`src/rtl/if_stage_if.sv`:
```
// Bundle of the fetch stage's instruction-memory, redirect and decode-side
// signals. The master modport is the fetch stage; the slave modport is the
// environment (memory, branch unit and decoder) facing it.
interface if_stage_if;
  logic        imem_req_o;
  logic [31:0] imem_addr_o;
  logic        imem_ack_i;
  logic [31:0] imem_data_i;
  logic        redirect_i;
  logic [31:0] redirect_pc_i;
  logic        valid_o;
  logic        ready_i;
  logic [31:0] instr_o;
  logic [5:0]  instr_op_o;
  logic [31:0] pc_o;
  logic [31:0] pc_plus4_o;
  logic [31:0] fetch_cnt_o;

  modport master (
    output imem_req_o, imem_addr_o, valid_o, instr_o, instr_op_o,
           pc_o, pc_plus4_o, fetch_cnt_o,
    input  imem_ack_i, imem_data_i, redirect_i, redirect_pc_i, ready_i
  );

  modport slave (
    input  imem_req_o, imem_addr_o, valid_o, instr_o, instr_op_o,
           pc_o, pc_plus4_o, fetch_cnt_o,
    output imem_ack_i, imem_data_i, redirect_i, redirect_pc_i, ready_i
  );
endinterface

```
`src/rtl/if_stage.sv`:
```
// Instruction fetch stage: issues one word-aligned request at a time, holds the
// returned word for decode until it is accepted, and follows branch redirects.
// A redirect that arrives while a request is still outstanding leaves the
// request up at its old address (DISCARD) until the memory answers, then drops
// that answer and restarts at the redirect target.
module if_stage #(
  parameter logic [31:0] RESET_PC = 32'h0000_0000
) (
  input  logic     clk_i,
  input  logic     rst_i,
  if_stage_if.master bus
);

  typedef enum logic [1:0] {
    IDLE    = 2'd0,
    FETCH   = 2'd1,
    HOLD    = 2'd2,
    DISCARD = 2'd3
  } state_t;

  state_t      state_reg;
  logic [31:0] pc_q;        // next fetch address
  logic [31:0] addr_reg;    // address of the request currently on the bus
  logic        req_reg;
  logic        valid_reg;
  logic [31:0] instr_reg;
  logic [31:0] pc_out_reg;
  logic [31:0] cnt_reg;
  logic [31:0] redirect_target;

  // Branch targets are forced onto a word boundary.
  assign redirect_target = {bus.redirect_pc_i[31:2], 2'b00};

  assign bus.imem_req_o  = req_reg;
  assign bus.imem_addr_o = addr_reg;
  assign bus.valid_o     = valid_reg;
  assign bus.instr_o     = instr_reg;
  assign bus.instr_op_o  = instr_reg[31:26];
  assign bus.pc_o        = pc_out_reg;
  assign bus.pc_plus4_o  = pc_out_reg + 32'd4;
  assign bus.fetch_cnt_o = cnt_reg;

  // Fetch FSM with registered request/delivery outputs; redirect wins over
  // every other event in every state.
  always_ff @(posedge clk_i or negedge rst_i) begin
    if (!rst_i) begin
      state_reg  <= IDLE;
      pc_q       <= RESET_PC;
      addr_reg   <= RESET_PC;
      req_reg    <= 1'b0;
      valid_reg  <= 1'b0;
      instr_reg  <= 32'd0;
      pc_out_reg <= RESET_PC;
      cnt_reg    <= 32'd0;
    end else begin
      case (state_reg)
        IDLE: begin
          state_reg <= FETCH;
          req_reg   <= 1'b1;
          if (bus.redirect_i) begin
            pc_q     <= redirect_target;
            addr_reg <= redirect_target;
          end else begin
            addr_reg <= pc_q;
          end
        end

        FETCH: begin
          if (bus.redirect_i) begin
            pc_q      <= redirect_target;
            valid_reg <= 1'b0;
            if (bus.imem_ack_i) begin
              // Answer for the stale address arrives now: drop it and
              // immediately request the target.
              addr_reg  <= redirect_target;
              state_reg <= FETCH;
            end else begin
              // Request must stay up at its old address until answered.
              state_reg <= DISCARD;
            end
          end else if (bus.imem_ack_i) begin
            instr_reg  <= bus.imem_data_i;
            pc_out_reg <= pc_q;
            pc_q       <= pc_q + 32'd4;
            valid_reg  <= 1'b1;
            req_reg    <= 1'b0;
            state_reg  <= HOLD;
          end
        end

        HOLD: begin
          if (bus.ready_i) begin
            cnt_reg <= cnt_reg + 32'd1;
          end
          if (bus.redirect_i) begin
            pc_q      <= redirect_target;
            addr_reg  <= redirect_target;
            valid_reg <= 1'b0;
            req_reg   <= 1'b1;
            state_reg <= FETCH;
          end else if (bus.ready_i) begin
            addr_reg  <= pc_q;
            valid_reg <= 1'b0;
            req_reg   <= 1'b1;
            state_reg <= FETCH;
          end
        end

        DISCARD: begin
          if (bus.redirect_i) begin
            pc_q <= redirect_target;
            if (bus.imem_ack_i) begin
              addr_reg  <= redirect_target;
              state_reg <= FETCH;
            end
          end else if (bus.imem_ack_i) begin
            addr_reg  <= pc_q;
            state_reg <= FETCH;
          end
        end

        default: begin
          state_reg <= IDLE;
          req_reg   <= 1'b0;
          valid_reg <= 1'b0;
        end
      endcase
    end
  end

endmodule
```
`src/flat_wrapper.sv`:
```
// flat-port wrapper written by rule: the top's interface ports become plain ports
module if_stage_flat 
#(
  parameter logic [31:0] RESET_PC = 32'h0000_0000
)
  (clk_i, rst_i, bus_imem_req_o, bus_imem_addr_o, bus_valid_o, bus_instr_o, bus_instr_op_o, bus_pc_o, bus_pc_plus4_o, bus_fetch_cnt_o, bus_imem_ack_i, bus_imem_data_i, bus_redirect_i, bus_redirect_pc_i, bus_ready_i);
  if_stage_if bus_i ();
  input  logic clk_i;
  input  logic rst_i;
  output wire logic [$bits(bus_i.imem_req_o)-1:0] bus_imem_req_o;
  output wire logic [$bits(bus_i.imem_addr_o)-1:0] bus_imem_addr_o;
  output wire logic [$bits(bus_i.valid_o)-1:0] bus_valid_o;
  output wire logic [$bits(bus_i.instr_o)-1:0] bus_instr_o;
  output wire logic [$bits(bus_i.instr_op_o)-1:0] bus_instr_op_o;
  output wire logic [$bits(bus_i.pc_o)-1:0] bus_pc_o;
  output wire logic [$bits(bus_i.pc_plus4_o)-1:0] bus_pc_plus4_o;
  output wire logic [$bits(bus_i.fetch_cnt_o)-1:0] bus_fetch_cnt_o;
  input wire logic [$bits(bus_i.imem_ack_i)-1:0] bus_imem_ack_i;
  input wire logic [$bits(bus_i.imem_data_i)-1:0] bus_imem_data_i;
  input wire logic [$bits(bus_i.redirect_i)-1:0] bus_redirect_i;
  input wire logic [$bits(bus_i.redirect_pc_i)-1:0] bus_redirect_pc_i;
  input wire logic [$bits(bus_i.ready_i)-1:0] bus_ready_i;
  assign bus_imem_req_o = bus_i.imem_req_o;
  assign bus_imem_addr_o = bus_i.imem_addr_o;
  assign bus_valid_o = bus_i.valid_o;
  assign bus_instr_o = bus_i.instr_o;
  assign bus_instr_op_o = bus_i.instr_op_o;
  assign bus_pc_o = bus_i.pc_o;
  assign bus_pc_plus4_o = bus_i.pc_plus4_o;
  assign bus_fetch_cnt_o = bus_i.fetch_cnt_o;
  assign bus_i.imem_ack_i = bus_imem_ack_i;
  assign bus_i.imem_data_i = bus_imem_data_i;
  assign bus_i.redirect_i = bus_redirect_i;
  assign bus_i.redirect_pc_i = bus_redirect_pc_i;
  assign bus_i.ready_i = bus_ready_i;
  if_stage #(.RESET_PC(RESET_PC)) u_core (.clk_i(clk_i), .rst_i(rst_i), .bus(bus_i));
endmodule
```
`config.mk`:
```
export PLATFORM = sky130hd
export DESIGN_NAME = if_stage_flat
export DESIGN_NICKNAME = d
export VERILOG_FILES = /design/src/rtl/if_stage_if.sv /design/src/rtl/if_stage.sv /design/src/flat_wrapper.sv
export SDC_FILE = /design/constraint.sdc
export NUM_CORES = 1
export LEC_CHECK = 0
export ABC_AREA = 1
export ABC_CLOCK_PERIOD_IN_PS = 1900
export BUFFER_PORTS_ARGS = -buffer_cell sky130_fd_sc_hd__buf_4
export CORE_ASPECT_RATIO = 2
export CORE_MARGIN = 2
export CORE_UTILIZATION = 30
export CTS_CLUSTER_DIAMETER = 30
export DETAILED_ROUTE_END_ITERATION = 6
export HOLD_SLACK_MARGIN = 0.05
export PLACE_DENSITY_LB_ADDON = 0.12
export SLEW_MARGIN = 20
export SYNTH_ARGS = -nofsm -noshare
export SYNTH_HDL_FRONTEND = slang
export SYNTH_SLANG_ARGS = --single-unit
```
`constraint.sdc`:
```
create_clock -name clk_i -period 1.9 [get_ports clk_i]
set_input_delay 0.19 -clock clk_i [delete_from_list [all_inputs] [get_ports clk_i]]
set_output_delay 0.19 -clock clk_i [all_outputs]
set_load 0.02 [all_outputs]
```
Yosys cells after proc, flatten, opt, wreduce, memory -nomap -nowiden --
Cells that the tools add are included.
Word-level totals: register bits after elaboration 164, latch bits 0, memory bits (writable) 0, bits in read-only memories 0, input port bits 69, output and inout port bits 168, word-level logic and storage cells 60, memories kept 0
Cells by class: add/sub/neg operators 3, multiply operators 0, divide/modulo/power cells 0, $lt $le $gt $ge 0, equality and inequality tests 10, shift-type cells 0, muxes and demuxes 28, bitwise gates (word level) 1, reductions and logical operators 10
Operators by type and width (count):
- $mux 32 | 9
- $pmux 32 s4 | 1
- $add 32x3->32 const B | 2
- $pmux 32 s2 | 1
- $add 32x1->32 const B | 1
- $mux 2 | 6
- $reduce_and 3->1 | 4
- $ne 3x3->1 const B | 3
- $mux 1 | 8
- $ne 2x2->1 const B | 4
- $pmux 2 s4 | 1
- $eq 2x2->1 const B | 2
- $reduce_and 4->1 | 1
- $pmux 1 s3 | 1
- $reduce_bool 3->1 | 1
- $reduce_or 3->1 | 1
- $eq 2x1->1 const B | 1
- $logic_not 2->1 | 1
- $pmux 1 s2 | 1
- $reduce_and 2->1 | 1
- $reduce_bool 2->1 | 1
- $not 1->1 | 1

Depth between registers and ports, before layout --
word-level depth 4, gate-level depth with buffers 11, mapped depth without buffers 10

Worst setup path after synthesis --
Ideal clock, no wire load.
kind reg2out, start register u_core.pc_out_reg[2] (netlist: u_core.bus.pc_o[2]), end output port bus_pc_plus4_o[20], data arrival time 1.763 ns, required time 1.710 ns, path slack -0.053 ns, cell stages (with the launch flop) 9, buffers on the path 0, cell sequence dfrtp_1 -> ha_1 -> nand2_1 -> inv_1 -> nand2_1 -> nor2_1 -> nand4_1 -> nor2_1 -> xor2_1
Between the ends: longest elaborated chain between the ends 1
RTL lines:
- from (decl) | line if_stage.sv:27 | logic [31:0] pc_out_reg;
- from (signal assigned) | line if_stage.sv:83 | pc_out_reg <= pc_q;
- $add 32x3->32 | line if_stage.sv:40 | assign bus.pc_plus4_o = pc_out_reg + 32'd4;
- to (decl) | line flat_wrapper.sv:16 | output wire logic [$bits(bus_i.pc_plus4_o)-1:0] bus_pc_plus4_o;
No other way between the ends.

Worst setup path in the final report --
start register u_core.pc_out_reg[3] (netlist: u_core.bus.pc_o[3]), end output port bus_pc_plus4_o[16]
Same word-level chain as after synthesis.

==> metrics.md <==
| Metric | Value |
|---|---|
| Initial antenna violation count | 1 |
| Worst-skew pair later-pin latency | 0.45 ns |
| Final setup vio count | 19 |
| Yosys reg bits | 164 |
| HP Class | input port to flop |
| Routed wire length | 35.8 mm |
| Largest net degree at the start of global routing | 51 |
| CP required | 1.71 ns |
| Synthesized area | 9360 sq um |
| Post-synth EDFFs | 0 |
| Max clock buf depth | 2 |
| FMAX | 462 MHz |
| Total CTS buffers | 17 |
| Leakage Power | 6.90 nW |
| Largest area contributor in the netlist | dfrtp_1 |
| # clock sinks | 164 |
| Area share of the largest cell type after synthesis | 43.8% |
| ANT nets after route | 0 |
| Vias in the first global route | 9679 |
| Top cells by count, synth | nand2_1 (318), dfrtp_1 (164), inv_1 (129), nor2_1 (112), o21ai_0 (93) |
| Tmin final | 2.16 ns |
| Core ar. | 30700 sq um |
| Async S/R FF share, synth | 100% |
| Reg area | 4110 sq um |
| Die Wd | 129 um |
| R2R depth | 8 |
| Design area | 13900 sq um |
| Outcome | finished, violations left |
| Failing checks | setup timing |
| Area post-placement | 12300 sq um |
| Final Hold Viols | 0 |
| Synth Area in Compound Gates | 11.3% |
| R2R setup slack | 0.11 ns |
| Drt pass-1 iters | 5 |
| Standard-cell row count | 91 |
| Fill cells | 3177 |
| CTS H-tree depth | 4 |
| XOR/XNOR share of the synthesized area | 4.21% |
| Simple-Gate Fraction of Synth Area | 27.9% |
| Largest cells by area after synthesis | dfrtp_1 (44%), nand2_1 (13%), inv_1 (5.2%), o21ai_0 (5.0%), nor2_1 (4.5%) |
| Worst IR Drop VDD | 767 uV |
| Total GRT Usage | 22.0% |
| Post-synthesis adder-cell area fraction | 0.401% |
| Final slew viol count | 0 |
| Initial DRC count | 423 |
| Final GP Congestion | 0.919 |
| Die area | 32700 sq um |
| Post-Synthesis Cells | 1199 |
| Synth Area per Inst | 7.81 sq um |
| Worst slew pin tran | 0.560 ns |
| Crit path capture type | output port |
| Post-layout nets | 1653 |
| Largest family of logic cells by synthesized area | simple AND/OR/NAND/NOR gates |
| CTS tree | yes |
| CP Data Arrival Time | 1.97 ns |
| Port Buffer Count | 234 |
| Count leader, synth | nand2_1 |
| Slew headroom | 62.7% |
| Root Driver | clkbuf_16 |
| Setup crit start kind | flop |
| WS Path Type | flop to output port |
| Vias per cell | 4.87 |
| Final design utilization | 45.2% |
| Fraction of synthesized area in multiplexers | 3.97% |
| Period utilisation layout | 114% |
| Area Overhead vs Synth | 48.4% |
| Warnings from Yosys | 0 |
| Hold Path End | u_core.bus.imem_addr_o[3] |
| Starting Density | 30.5% |
| DRC Markers | 0 |
| RSZ-0062 raised after global routing | true |
| Reg clk slew, reported paths | 0.07 ns |
| First-pass GRT wire length | 54.1 mm |
| Syn nets | 1271 |
| Top FF cell, synth | dfrtp_1 |
| Fin Clk Skew | 0.0110 ns |
| Mean routed wirelength per cell | 18.2 um |
| Layout cells sized above 1 | 34.4% |
| Netlist cell types | 47 |
| Area of the multi-input gates | 4880 sq um |
| Critical R2R Launch | u_core.state_reg[1] |
| MaxCap Viol Count | 0 |
| Min-delay src | bus_redirect_pc_i[3] |
| Worst r2r dst | u_core.bus.imem_addr_o[2] |
| Num ports | 237 |
| Worst Slack Setup Final | -0.264 ns |
| Die height | 254 um |
| Worst Hold Depth | 3 |
| GRT Residual Overflow | 0 |
| Power per cell area | 1410 nW/um^2 |
| Via count | 9571 |
| Hpwl dp | 28.1 mm |
| CP Max Fanout | 3 |
| Sequential fraction of the synthesis area | 43.8% |
[metrics by stage]
step                hold slack, ns  TNS [ns]  cells  power [mW]  setup slack [ns]
detailed placement           0.203         0   1874        15.6            0.0295
global route                0.0805     -5.86   1967        20.8            -0.370
global placement             0.195         0   1874        15.6            0.0297
floorplan                   -0.106         0   1199        10.8           0.00208
CTS                         0.0575     -3.51   1956        19.5            -0.240
finish                      0.0704     -3.24   1967        19.6            -0.264
[critical path, cell delays in order, from the launching register on]
cell	delay [ns]
dfrtp_1	0.40
ha_2	0.21
nand2_2	0.06
inv_2	0.07
nand2_4	0.06
nor2_4	0.12
nand4_1	0.14
buf_4	0.17
xor2_1	0.13
buf_4	0.16
[worst max path at each step]
| stage | start | end | slack (ns) | depth (start not counted) |
|---|---|---|---|---|
| after global routing | u_core.bus.pc_o[3] | bus_pc_plus4_o[16] | -0.37 | 9 |
| after global placement | u_core.bus.pc_o[2] | bus_pc_plus4_o[20] | 0.03 | 9 |
| after detailed placement | u_core.bus.pc_o[3] | bus_pc_plus4_o[20] | 0.03 | 9 |
| after floorplan | u_core.bus.pc_o[2] | bus_pc_plus4_o[20] | 0.002 | 8 |
| final | u_core.bus.pc_o[3] | bus_pc_plus4_o[16] | -0.26 | 9 |
| after CTS | u_core.bus.pc_o[3] | bus_pc_plus4_o[16] | -0.24 | 9 |
[final cells by class]
cell class              count  share of cell area (%)
repair buffers            409                    24.1
clock buffers              17                    3.06
flip-flops and latches    164                    29.6
clock inverters            15                   0.964
diodes                      1                  0.0180
well taps                 372                    3.35
multi-input cells         854                    35.2
inverters                 135                    3.73
[repair_timing]
item / CTS / global route
pin swaps: 20 / 22
gates cloned: 0 / 1
hold buffers: 34 / 0
buffers inserted: 17 / 9
endpoints found under the setup margin: 25 / 32
endpoints found under the hold margin: 76 / 0
resized for setup: 63 / 55
[logic make-up (layout without fill, tap and decap cells)]
family | Yosys count | count (layout)
AO/OA/AOI/OAI | 183 | 183
XOR/XNOR | 45 | 45
adder cells (fa/ha/maj) | 3 | 3
buffers and inverters | 182 | 576
flip-flops | 164 | 164
multiplexers | 33 | 33
other | 0 | 1
AND/OR/NAND/NOR | 589 | 590
[placed cells by master (no fill, tap or decap), types with 9 or more instances in the layout]
master / count
o22ai_1: 9
o21ai_0: 92
nand2_2: 16
a21oi_1: 33
nand3_2: 10
nor3_1: 25
clkbuf_16: 17
nor2_1: 97
o211ai_1: 12
nand2_4: 10
buf_12: 11
nand3_1: 54
xnor2_1: 12
inv_2: 12
inv_1: 119
dfrtp_1: 161
buf_4: 348
nand2_1: 299
dlygate4sd3_1: 34
buf_6: 16
nor2_4: 15
xor2_1: 28
mux2_2: 33
nand4_1: 25
[routing by layer]
| metal | vias up | GRT usage (%) | wire length [um] |
|---|---|---|---|
| li1 | 4692 | - | - |
| met3 | 85 | 3.94 | 1490 |
| met2 | 307 | 41.8 | 20100 |
| met1 | 4487 | 21.5 | 12200 |
| met4 | 0 | 13.4 | 2050 |
| met5 | - | 0 | 0 |
[where the power goes]
part | switching [mW] | total (mW) | internal [mW]
clock | 1.57 | 3.38 | 1.81
sequential | 1.06 | 5.81 | 4.74
combinational | 5.94 | 10.4 | 4.46
total | 8.58 | 19.6 | 11.0
No activity file was read; power rests on OpenSTA's default activity.
